File: src/rtl/bridge_pkg.sv
`default_nettype none
// ============================================================================
// Module      : bridge_pkg
// Description : Shared types and constants for the SPI-to-I2C bridge
//               controller: FSM state encodings, header bit positions,
//               error cause codes and the LEN-field range check.
// Revision    : 1.0 - initial release
// ============================================================================
package bridge_pkg;

  // Header byte0 layout: {rw, addr[6:0]}
  localparam int RW_BIT   = 7;
  localparam int ADDR_MSB = 6;

  typedef enum logic [2:0] {
    ST_IDLE      = 3'd0,
    ST_HDR_LEN   = 3'd1,
    ST_WR_FILL   = 3'd2,
    ST_I2C_GO    = 3'd3,
    ST_I2C_XFER  = 3'd4,
    ST_NACK_WAIT = 3'd5,
    ST_RD_DRAIN  = 3'd6
  } state_e;

  typedef enum logic [2:0] {
    ERR_NONE     = 3'd0,
    ERR_BAD_LEN  = 3'd1,
    ERR_UNDERRUN = 3'd2,
    ERR_OVERFLOW = 3'd3,
    ERR_NACK     = 3'd4,
    ERR_TIMEOUT  = 3'd5
  } err_cause_e;

  // A burst length is legal when it is non-zero and fits in one FIFO.
  function automatic logic len_valid(input logic [7:0] len, input int depth);
    return (len != 8'd0) && (int'(len) <= depth);
  endfunction

endpackage
`default_nettype wire

File: src/rtl/bridge_fifo.sv
`default_nettype none
// ============================================================================
// Module      : bridge_fifo
// Description : Synchronous show-ahead FIFO with registered full/empty flags,
//               occupancy count and a synchronous flush. Head reads as zero
//               while empty. DEPTH must be a power of two.
// Revision    : 1.0 - initial release
// ============================================================================
module bridge_fifo #(
  parameter int DEPTH = 16,
  parameter int WIDTH = 8
) (
  input  logic                   i_Clk,
  input  logic                   i_Rst_L,
  input  logic                   i_flush,
  input  logic                   i_push,
  input  logic [WIDTH-1:0]       i_wdata,
  input  logic                   i_pop,
  output logic [WIDTH-1:0]       o_rdata,
  output logic                   o_full,
  output logic                   o_empty,
  output logic [$clog2(DEPTH):0] o_count
);

  localparam int                c_aw       = $clog2(DEPTH);
  localparam logic [c_aw-1:0]   c_ptr_one  = c_aw'(1);
  localparam logic [c_aw:0]     c_cnt_one  = (c_aw + 1)'(1);
  localparam logic [c_aw:0]     c_full_cnt = (c_aw + 1)'(DEPTH);

  logic [WIDTH-1:0] mem_q [DEPTH];
  logic [c_aw-1:0]  wr_ptr_q, rd_ptr_q;
  logic [c_aw:0]    count_q, w_count_d;
  logic             full_q, empty_q;
  logic             w_do_push, w_do_pop;

  // Pushes into a full FIFO and pops from an empty one are dropped.
  assign w_do_push = i_push & ~full_q;
  assign w_do_pop  = i_pop  & ~empty_q;

  // Next occupancy; simultaneous push and pop leaves it unchanged.
  always_comb begin
    w_count_d = count_q;
    if (w_do_push && !w_do_pop) begin
      w_count_d = count_q + c_cnt_one;
    end else if (w_do_pop && !w_do_push) begin
      w_count_d = count_q - c_cnt_one;
    end
  end

  // Storage array; no reset needed since reads are gated by empty.
  always_ff @(posedge i_Clk) begin
    if (w_do_push) begin
      mem_q[wr_ptr_q] <= i_wdata;
    end
  end

  // Pointers, count and registered flags; flush wins over push/pop.
  always_ff @(posedge i_Clk or negedge i_Rst_L) begin
    if (!i_Rst_L) begin
      wr_ptr_q <= '0;
      rd_ptr_q <= '0;
      count_q  <= '0;
      full_q   <= 1'b0;
      empty_q  <= 1'b1;
    end else if (i_flush) begin
      wr_ptr_q <= '0;
      rd_ptr_q <= '0;
      count_q  <= '0;
      full_q   <= 1'b0;
      empty_q  <= 1'b1;
    end else begin
      if (w_do_push) wr_ptr_q <= wr_ptr_q + c_ptr_one;
      if (w_do_pop)  rd_ptr_q <= rd_ptr_q + c_ptr_one;
      count_q <= w_count_d;
      full_q  <= (w_count_d == c_full_cnt);
      empty_q <= (w_count_d == '0);
    end
  end

  assign o_rdata = empty_q ? '0 : mem_q[rd_ptr_q];
  assign o_full  = full_q;
  assign o_empty = empty_q;
  assign o_count = count_q;

endmodule
`default_nettype wire

File: src/rtl/spi_i2c_bridge_ctrl.sv
`default_nettype none
// ============================================================================
// Module      : spi_i2c_bridge_ctrl
// Description : Bridges SPI slave byte frames {rw,addr}, LEN, data... onto an
//               I2C master byte interface with buffered read/write bursts,
//               NACK and timeout error reporting.
// Revision    : 1.0 - initial release
// ============================================================================
module spi_i2c_bridge_ctrl
  import bridge_pkg::*;
#(
  parameter int FIFO_DEPTH  = 16,
  parameter int TIMEOUT_CYC = 65535
) (
  input  logic                          i_Clk,
  input  logic                          i_Rst_L,
  input  logic                          i_SPI_RX_DV,
  input  logic [7:0]                    i_SPI_RX_Byte,
  output logic                          o_SPI_TX_DV,
  output logic [7:0]                    o_SPI_TX_Byte,
  output logic                          o_I2C_Start,
  output logic [6:0]                    o_I2C_Addr,
  output logic                          o_I2C_Rw,
  output logic [$clog2(FIFO_DEPTH):0]   o_I2C_Len,
  input  logic                          i_I2C_Byte_Req,
  output logic [7:0]                    o_I2C_Wr_Byte,
  input  logic                          i_I2C_Rd_DV,
  input  logic [7:0]                    i_I2C_Rd_Byte,
  input  logic                          i_I2C_Done,
  input  logic                          i_I2C_Nack,
  output logic                          o_Busy,
  output logic                          o_Err
);

  localparam int                  c_len_w    = $clog2(FIFO_DEPTH) + 1;
  localparam int                  c_tmo_w    = $clog2(TIMEOUT_CYC + 1);
  localparam logic [c_len_w-1:0]  c_len_one  = c_len_w'(1);
  localparam logic [c_tmo_w-1:0]  c_tmo_one  = c_tmo_w'(1);
  localparam logic [c_tmo_w-1:0]  c_tmo_last = c_tmo_w'(TIMEOUT_CYC - 1);

  state_e               state_q;
  logic [6:0]           addr_q;
  logic                 rw_q;
  logic [c_len_w-1:0]   len_q, cnt_q;
  logic [c_tmo_w-1:0]   tmo_q;
  logic                 busy_q, err_q, start_q, spi_tx_dv_q, pend_q;
  logic [7:0]           spi_tx_byte_q;

  logic                 w_in_xfer, w_wait_i2c, w_i2c_evt, w_timeout;
  logic                 w_tx_push, w_tx_pop, w_tx_flush, w_tx_empty, w_tx_full;
  logic                 w_rx_push, w_rx_pop, w_rx_flush, w_rx_empty, w_rx_full;
  logic [7:0]           w_rx_head;
  logic [c_len_w-1:0]   w_tx_cnt, w_rx_cnt;
  logic                 w_unused;

  assign w_in_xfer  = (state_q == ST_I2C_XFER);
  assign w_wait_i2c = w_in_xfer || (state_q == ST_NACK_WAIT);
  assign w_i2c_evt  = i_I2C_Byte_Req | i_I2C_Rd_DV | i_I2C_Done;
  assign w_timeout  = w_wait_i2c && !w_i2c_evt && (tmo_q == c_tmo_last);

  // Accepting a new header also clears any leftovers from an aborted burst.
  assign w_tx_push  = (state_q == ST_WR_FILL) && i_SPI_RX_DV;
  assign w_tx_pop   = w_in_xfer && !rw_q && i_I2C_Byte_Req;
  assign w_tx_flush = (w_in_xfer && i_I2C_Nack) || w_timeout ||
                      ((state_q == ST_IDLE) && i_SPI_RX_DV);
  assign w_rx_push  = w_in_xfer && rw_q && i_I2C_Rd_DV;
  assign w_rx_pop   = (state_q == ST_RD_DRAIN) && !w_rx_empty &&
                      (pend_q || i_SPI_RX_DV);
  assign w_rx_flush = w_timeout || ((state_q == ST_IDLE) && i_SPI_RX_DV);

  bridge_fifo #(.DEPTH(FIFO_DEPTH), .WIDTH(8)) u_tx_fifo (
    .i_Clk   (i_Clk),
    .i_Rst_L (i_Rst_L),
    .i_flush (w_tx_flush),
    .i_push  (w_tx_push),
    .i_wdata (i_SPI_RX_Byte),
    .i_pop   (w_tx_pop),
    .o_rdata (o_I2C_Wr_Byte),
    .o_full  (w_tx_full),
    .o_empty (w_tx_empty),
    .o_count (w_tx_cnt)
  );

  bridge_fifo #(.DEPTH(FIFO_DEPTH), .WIDTH(8)) u_rx_fifo (
    .i_Clk   (i_Clk),
    .i_Rst_L (i_Rst_L),
    .i_flush (w_rx_flush),
    .i_push  (w_rx_push),
    .i_wdata (i_I2C_Rd_Byte),
    .i_pop   (w_rx_pop),
    .o_rdata (w_rx_head),
    .o_full  (w_rx_full),
    .o_empty (w_rx_empty),
    .o_count (w_rx_cnt)
  );

  // Occupancy counts and TX full are not needed by the control path.
  assign w_unused = ^{w_tx_cnt, w_rx_cnt, w_tx_full};

  // Frame sequencer: header decode, burst fill, I2C handshake and read drain.
  always_ff @(posedge i_Clk or negedge i_Rst_L) begin
    if (!i_Rst_L) begin
      state_q       <= ST_IDLE;
      addr_q        <= '0;
      rw_q          <= 1'b0;
      len_q         <= '0;
      cnt_q         <= '0;
      tmo_q         <= '0;
      busy_q        <= 1'b0;
      err_q         <= 1'b0;
      start_q       <= 1'b0;
      spi_tx_dv_q   <= 1'b0;
      spi_tx_byte_q <= '0;
      pend_q        <= 1'b0;
    end else begin
      start_q     <= 1'b0;
      spi_tx_dv_q <= 1'b0;
      case (state_q)
        ST_IDLE: begin
          if (i_SPI_RX_DV) begin
            addr_q  <= i_SPI_RX_Byte[ADDR_MSB:0];
            rw_q    <= i_SPI_RX_Byte[RW_BIT];
            err_q   <= 1'b0;
            busy_q  <= 1'b1;
            state_q <= ST_HDR_LEN;
          end
        end
        ST_HDR_LEN: begin
          if (i_SPI_RX_DV) begin
            if (!len_valid(i_SPI_RX_Byte, FIFO_DEPTH)) begin
              err_q   <= 1'b1;
              busy_q  <= 1'b0;
              state_q <= ST_IDLE;
            end else begin
              len_q   <= c_len_w'(i_SPI_RX_Byte);
              cnt_q   <= '0;
              state_q <= rw_q ? ST_I2C_GO : ST_WR_FILL;
            end
          end
        end
        ST_WR_FILL: begin
          if (i_SPI_RX_DV) begin
            cnt_q <= cnt_q + c_len_one;
            if ((cnt_q + c_len_one) == len_q) state_q <= ST_I2C_GO;
          end
        end
        ST_I2C_GO: begin
          start_q <= 1'b1;
          tmo_q   <= '0;
          state_q <= ST_I2C_XFER;
        end
        ST_I2C_XFER, ST_NACK_WAIT: begin
          if (w_timeout) begin
            err_q   <= 1'b1;
            busy_q  <= 1'b0;
            state_q <= ST_IDLE;
          end else begin
            tmo_q <= w_i2c_evt ? '0 : (tmo_q + c_tmo_one);
            if (state_q == ST_NACK_WAIT) begin
              if (i_I2C_Done) begin
                busy_q  <= 1'b0;
                state_q <= ST_IDLE;
              end
            end else begin
              if (!rw_q && i_I2C_Byte_Req && w_tx_empty) err_q <= 1'b1;
              if (rw_q && i_I2C_Rd_DV && w_rx_full)      err_q <= 1'b1;
              if (i_I2C_Nack) begin
                err_q <= 1'b1;
                if (i_I2C_Done) begin
                  busy_q  <= 1'b0;
                  state_q <= ST_IDLE;
                end else begin
                  state_q <= ST_NACK_WAIT;
                end
              end else if (i_I2C_Done) begin
                if (rw_q) begin
                  pend_q  <= 1'b1;
                  state_q <= ST_RD_DRAIN;
                end else begin
                  busy_q  <= 1'b0;
                  state_q <= ST_IDLE;
                end
              end
            end
          end
        end
        ST_RD_DRAIN: begin
          // The first byte is preloaded on entry; each dummy SPI byte then
          // fetches the next. A dummy arriving with nothing left has shifted
          // out the final byte, so the frame is complete.
          if (pend_q || i_SPI_RX_DV) begin
            pend_q <= 1'b0;
            if (!w_rx_empty) begin
              spi_tx_byte_q <= w_rx_head;
              spi_tx_dv_q   <= 1'b1;
            end else begin
              busy_q  <= 1'b0;
              state_q <= ST_IDLE;
            end
          end
        end
        default: begin
          busy_q  <= 1'b0;
          state_q <= ST_IDLE;
        end
      endcase
    end
  end

  assign o_SPI_TX_DV   = spi_tx_dv_q;
  assign o_SPI_TX_Byte = spi_tx_byte_q;
  assign o_I2C_Start   = start_q;
  assign o_I2C_Addr    = addr_q;
  assign o_I2C_Rw      = rw_q;
  assign o_I2C_Len     = len_q;
  assign o_Busy        = busy_q;
  assign o_Err         = err_q;

endmodule
`default_nettype wire

File: config.mk
export PLATFORM = sky130hd
export DESIGN_NAME = spi_i2c_bridge_ctrl
export DESIGN_NICKNAME = d
export VERILOG_FILES = /design/src/rtl/bridge_pkg.sv /design/src/rtl/bridge_fifo.sv /design/src/rtl/spi_i2c_bridge_ctrl.sv
export SDC_FILE = /design/constraint.sdc
export NUM_CORES = 1
export LEC_CHECK = 0
export CAP_MARGIN = 10
export CORE_UTILIZATION = 50
export CTS_BUF_LIST = sky130_fd_sc_hd__clkbuf_4
export CTS_CLUSTER_DIAMETER = 30
export CTS_CLUSTER_SIZE = 10
export DETAILED_ROUTE_END_ITERATION = 8
export GPL_TIMING_DRIVEN = 0
export MAX_ROUTING_LAYER = met4
export PLACE_DENSITY = 0.7
export SYNTH_ARGS = -nofsm -noshare
export SYNTH_HDL_FRONTEND = slang
export SYNTH_SLANG_ARGS = --single-unit
File: constraint.sdc
create_clock -name i_Clk -period 3.4 [get_ports i_Clk]
set_input_delay 0.34 -clock i_Clk [delete_from_list [all_inputs] [get_ports i_Clk]]
set_output_delay 0.34 -clock i_Clk [all_outputs]
set_load 0.1 [all_outputs]
Word-level counts from Yosys, hierarchy flattened
Memory sizes are Yosys's and may differ from the RTL's. A register that Yosys moved wholly into a read port is not among the register bits.
Index checks and enable logic that the tools add are counted.
{"block": "word_totals", "in_bits": 23, "regBits": 72, "ram_bits": 256, "n_memories": 2, "output_inout_bits": 33, "wordCells": 208}
{"block": "op_classes", "n_mux": 78, "reduce_logical": 56, "add_sub_neg": 10, "order_cmp": 1, "eq_ne": 29, "n_bitwise": 11}
{"name": "u_rx_fifo.mem_q", "words": 16, "word_bits": 8, "read_ports": 1, "rd_clocked_by_memory_dff": 1, "write_ports": 1, "line": "bridge_fifo.sv:30", "rtl": "logic [WIDTH-1:0] mem_q [DEPTH];"}
{"name": "u_tx_fifo.mem_q", "words": 16, "word_bits": 8, "read_ports": 1, "rd_clocked_by_memory_dff": 0, "write_ports": 1, "line": "bridge_fifo.sv:30"}
{"cell": "two-way mux 5 bit", "n": 9}
{"cell": "two-way mux 3 bit", "n": 13}
{"cell": "two-way mux 1 bit", "n": 38}
{"cell": "two-way mux 16 bit", "n": 2}
{"cell": "two-way mux 4 bit", "n": 8}
{"cell": "one-hot mux 16 bit (2 select lines)", "n": 1}
{"cell": "logical AND 1 bit", "n": 20}
{"cell": "inequality test 2 bit (second input constant)", "n": 10}
{"cell": "one-hot mux 3 bit (6 select lines)", "n": 1}
{"cell": "adder 16 x 1 -> 16 bit (second input constant)", "n": 1}
{"cell": "adder 4 x 1 -> 4 bit (second input constant)", "n": 4}
{"cell": "== test 16 bit (second input constant)", "n": 1}
{"cell": "AND reduction 8 bit", "n": 2}
{"cell": "adder 5 x 1 -> 5 bit (second input constant)", "n": 3}
{"cell": "inequality test 5 bit (second input constant)", "n": 3}
{"cell": "nonzero test 2 bit", "n": 7}
{"cell": "== test 5 bit (second input constant)", "n": 2}
{"cell": "logical NOT 5 bit", "n": 2}
{"cell": "one-hot mux 5 bit (2 select lines)", "n": 1}
{"cell": "subtractor 5 x 1 -> 5 bit (second input constant)", "n": 2}
{"cell": "== test 3 bit (second input constant)", "n": 3}
{"cell": "<= comparator 8 x 5 -> 1 bit (second input constant)", "n": 1}
{"cell": "logical NOT 1 bit", "n": 8}
{"cell": "two-way mux 8 bit", "n": 1}
{"cell": "other kinds (23)", "n": 42}

Logic depth before layout (Yosys ltp)
{"block": "depth", "depth_word": 10, "depth_mapped": 9, "mapped_depth_nobuf": 8}

Hierarchy
A second synthesis with hierarchy kept.
{"block": "unflattened", "hier_cells": 888, "area_unflattened_um2": 14472.6}
{"module": "bridge_fifo", "instances": 2, "seq_area_each_um2": 4220.3, "area_each_um2": 5926.9, "cells_each": 315}
{"module": "spi_i2c_bridge_ctrl", "instances": 1, "seq_area_each_um2": 1251.2, "area_each_um2": 2618.8, "cells_each": 258}

Worst setup path before layout
OpenSTA, ideal clock, no wires.
{"block": "synth_path", "path_type": "register to output", "from": "register u_tx_fifo.rd_ptr_q[0]", "to": "output o_I2C_Wr_Byte[3]", "required_time_ns": 3.060, "n_path_buf": 2, "arrival_ns": 2.806, "stages_incl_launch_ff": 6, "path_slack_ns": 0.254, "cell_sequence": "dfrtp_1 -> clkbuf_1 -> buf_2 -> mux4_2 -> mux4_2 -> nor2b_1"}
{"block": "synth_between", "elab_chain_cells": 2}
{"item": "from (decl)", "line": "bridge_fifo.sv:31", "rtl": "logic [c_aw-1:0] wr_ptr_q, rd_ptr_q;"}
{"item": "from (signal assigned)", "line": "bridge_fifo.sv:73", "rtl": "if (w_do_pop) rd_ptr_q <= rd_ptr_q + c_ptr_one;"}
{"item": "memory (16 x 8 bit)"}
{"item": "two-way mux 8 bit", "line": "bridge_fifo.sv:80", "rtl": "assign o_rdata = empty_q ? '0 : mem_q[rd_ptr_q];"}
{"item": "to (decl)", "line": "spi_i2c_bridge_ctrl.sv:26", "rtl": "output logic [7:0] o_I2C_Wr_Byte,"}
Every way passes these cells.

Final worst setup path
{"block": "layout_path", "from": "register u_tx_fifo.rd_ptr_q[0]", "to": "output o_I2C_Wr_Byte[4]"}
Same word-level chain as after synthesis.

==> metrics.csv <==
stage,metric,value,unit
sta,Fmax,0.307,GHz
finish,FF+latch area,9690,sq um
synthesis,Ys Warns,0,
synthesis,"EDFF count, synth",256,
job,max-cap viol count,0,
critical_path,required time of the worst setup path,3060,ps
synthesis,Syn Nets,860,
sta,Tightest Pin Transition,1050,ps
sta,RSZ-0062 raised after global routing,no,
placement,IO Port Bufs,55,
finish,Area Overhead vs Synth,15.9,%
placement,HPWL after DPL,18300,microns
critical_path,Worst Setup Start Kind,flip-flop,
critical_path,worst-path maximum fanout,10,
synthesis,complex-gate fraction of the synthesized area,3.30,%
floorplan,DIE AREA,29100,sq um
synthesis,sequential-to-total area share from yosys stat,68.2,%
global_routing,first-pass GRT wire length,44300,microns
power_and_ir_drop,leakage power,5.74,nW
critical_path,CP Data Arrival Time,2920,ps
synthesis,most numerous cell in the Yosys netlist,edfxtp_1,
critical_path,Critical Path Source,u_tx_fifo.rd_ptr_q[0],
finish,Post-Route Utilization,59.1,%
critical_path,worst reg2reg path depth,8,
finish,Fill cells,2125,
sta,fin. max-slew vios,0,
finish,layout cell share with drive strength beyond 1,26.6,%
drt,Routed wire per std cell,20.3,microns
floorplan,die extent in y,171,microns
sta,endpoints failing setup,0,
synthesis,post-synthesis adder-cell area fraction,1.50,%
synthesis,dominant synthesized flop cell,edfxtp_1,
floorplan,row count,61,
run_status,status,finished clean,
critical_path,reg2reg end,u_rx_fifo.mem_q[4][1],
sta,max_slew headroom,30.1,%
synthesis,share of the synthesized area in the top cell type,54.1,%
global_routing,global route total overflow,0,
synthesis,main combinational cell family by area after synthesis,multiplexers,
drt,detailed router's first-iteration violation count,601,
power_and_ir_drop,P per Cell Area,636,nW/um^2
critical_path,Critical Path End,o_I2C_Wr_Byte[4],
power_and_ir_drop,Clk pwr share,36.6,%
cts,clock-pin slew on the worst setup and hold paths,80,ps
synthesis,multiplexer area fraction after synthesis,15.5,%
cts,H-tree Lvls,3,
sta,Setup Skew,64.5,ps
sta,final hold violation count,0,
global_routing,initial antenna violation count,1,
power_and_ir_drop,Gate power share,17.7,%
cts,clk buf depth,3,
drt,Post-DRT Antenna Nets,0,
critical_path,Worst R2R Setup Slack,750,ps
power_and_ir_drop,sw frac,30.8,%
cts,CTS Buf Count,69,
sta,Tmin final,3260,ps
global_routing,pin count of the biggest net entering global routing,42,
cts,TritonCTS clock tree,yes,
finish,final net count,990,
critical_path,reg2reg start,state_q[1],
drt,number of iterations in the first detailed-routing pass,5,
hold_path,HP Class,input port to async pin,
power_and_ir_drop,sequential share of power,45.6,%
floorplan,Die W,171,microns
power_and_ir_drop,overall power,10.5,mW
power_and_ir_drop,Internal Power,7.25,mW
finish,final instance area,16500,sq um
synthesis,Syn Inst Count,820,
synthesis,XOR/XNOR Fraction of Synth Area,1.85,%
synthesis,"Avg Cell Area, Syn",17.3,sq um
drt,final wirelength,28200,microns
synthesis,Post-synth top cells,"edfxtp_1 (256), mux4_2 (80), dfrtp_1 (78)",
global_routing,All-Layer GR Usage,21.2,%
floorplan,Core Area,27900,sq um
synthesis,most area-consuming cells after synthesis,"edfxtp_1 (54%), dfrtp_1 (14%), mux4_2 (13%)",
drt,number of vias per cell,5.58,
finish,multi-input logic area,4270,sq um
cts,clock sinks,336,
floorplan,io pins,56,
power_and_ir_drop,switching pwr,3.23,mW
synthesis,post-synth top area cell,edfxtp_1,
critical_path,critical path capture point type,output port,
synthesis,Synth Area in Simple Gates,7.92,%
placement,Placer Congestion,0.807,
drt,Vias,7727,
synthesis,Post-Syn Area,14200,sq um
cts,Clock Latency Late Sink,710,ps
global_routing,number of global-route vias before repair,7809,
sta,Hold Slack,185,ps
synthesis,Seq cells post-synth,336,
floorplan,Initial Utilization,51.0,%
power_and_ir_drop,worst ir drop on vdd,375,uV
synthesis,Netlist cell types,64,
critical_path,Setup CP Type,flip-flop to output port,
placement,Post-Place Cell Area,15300,sq um
drt,drc violations,0,
cts,CTS root buffer,clkbuf_4,
sta,crit share post-route,96.0,%
synthesis,Synth async-reset ratio,23.8,%
[layer usage]
metal | vias to the layer above | track usage [%] | wire [microns]
li1 | 3532 | - | -
met1 | 3918 | 27.3 | 12000
met2 | 233 | 34.2 | 14000
met3 | 44 | 4.05 | 1650
met4 | 0 | 6.93 | 498
met5 | - | - | 0
[cell type report]
class,instances,share of cell area (%)
timing repair buffer,61,3.56
sequential,336,58.9
multi-input combinational,427,25.9
tap,378,2.87
buffer,40,1.23
inverter,15,0.342
antenna,1,0.0152
clock buffer,75,3.42
clock inverter,52,3.79
[worst max-delay path, cell delays in order (launching register included)]
cell	delay (ps)
dfrtp_2	480
buf_4	270
mux4_2	570
mux4_2	510
nor2b_1	150
buf_4	260
[state kept, by name (all words and copies together), names as in the netlist, 3 cells and up]
register            cells
o_I2C_Len               5
u_tx_fifo.rd_ptr_q      4
cnt_q                   5
o_I2C_Addr              7
u_rx_fifo.wr_ptr_q      4
state_q                 3
u_rx_fifo.mem_q       128
o_SPI_TX_Byte           8
tmo_q                  16
u_tx_fifo.o_count       5
u_tx_fifo.wr_ptr_q      4
u_tx_fifo.mem_q       128
u_rx_fifo.rd_ptr_q      4
u_rx_fifo.o_count       5
[kinds of logic after synthesis]
kind of cell,count (synthesis)
DFF,336
and+or+nand+nor,197
muxes,117
AOI/OAI and AO/OA,66
buffers and inverters,57
xor gates and xnor gates,30
adders and majority gates,17
[repair_timing]
action,4_1_cts,5_1_grt
hold buffers,1,0
endpoints found under the setup margin,8,8
setup buffers,0,4
resized for setup,50,4
hold endpoints to repair,43,0
pin swaps,0,0
[per-stage QoR]
stage / TNS, ps / instances / setup WS [ps]
after global placement: -91140 / 1253 / -1130
after floorplan: 0 / 820 / 254
after CTS: 0 / 1380 / 7.69
final: 0 / 1385 / 138
after detailed placement: -2900 / 1254 / -386
after global routing: 0 / 1385 / 3.97
[worst min path at each step]
stage          slack [ps]  cells past startpoint            end
2_1_floorplan          40                      0       cnt_q[0]
3_3_place_gp          490                      1  o_I2C_Addr[0]
3_5_place_dp          360                      1   o_I2C_Len[4]
4_1_cts               160                      2   o_I2C_Len[4]
5_1_grt               220                      2   o_I2C_Len[2]
6_report              190                      2   o_I2C_Len[0]
[power groups by stage]
stage	clock network [mW]	logic [mW]	registers (mW)
floorplan	0	0.611	5.62
global route	4.11	1.98	4.81
global placement	0	1.84	4.86
finish	3.84	1.86	4.78
CTS	3.92	1.87	4.78
detailed placement	0	1.87	4.87
[placed cells by master (no fill, tap or decap), drive strengths merged, types with 17 or more instances in the layout]
| master | synthesis | layout |
|---|---|---|
| mux4 | 80 | 80 |
| buf | 22 | 35 |
| nor2 | 36 | 36 |
| clkdlybuf4s50 | 0 | 46 |
| dfrtp | 78 | 78 |
| and2 | 22 | 22 |
| ha | 17 | 17 |
| nand2 | 38 | 38 |
| clkinv | 0 | 24 |
| edfxtp | 256 | 256 |
| clkbuf | 20 | 94 |
| mux2 | 21 | 21 |
| inv | 15 | 24 |
(Power assumes the default switching activity.)
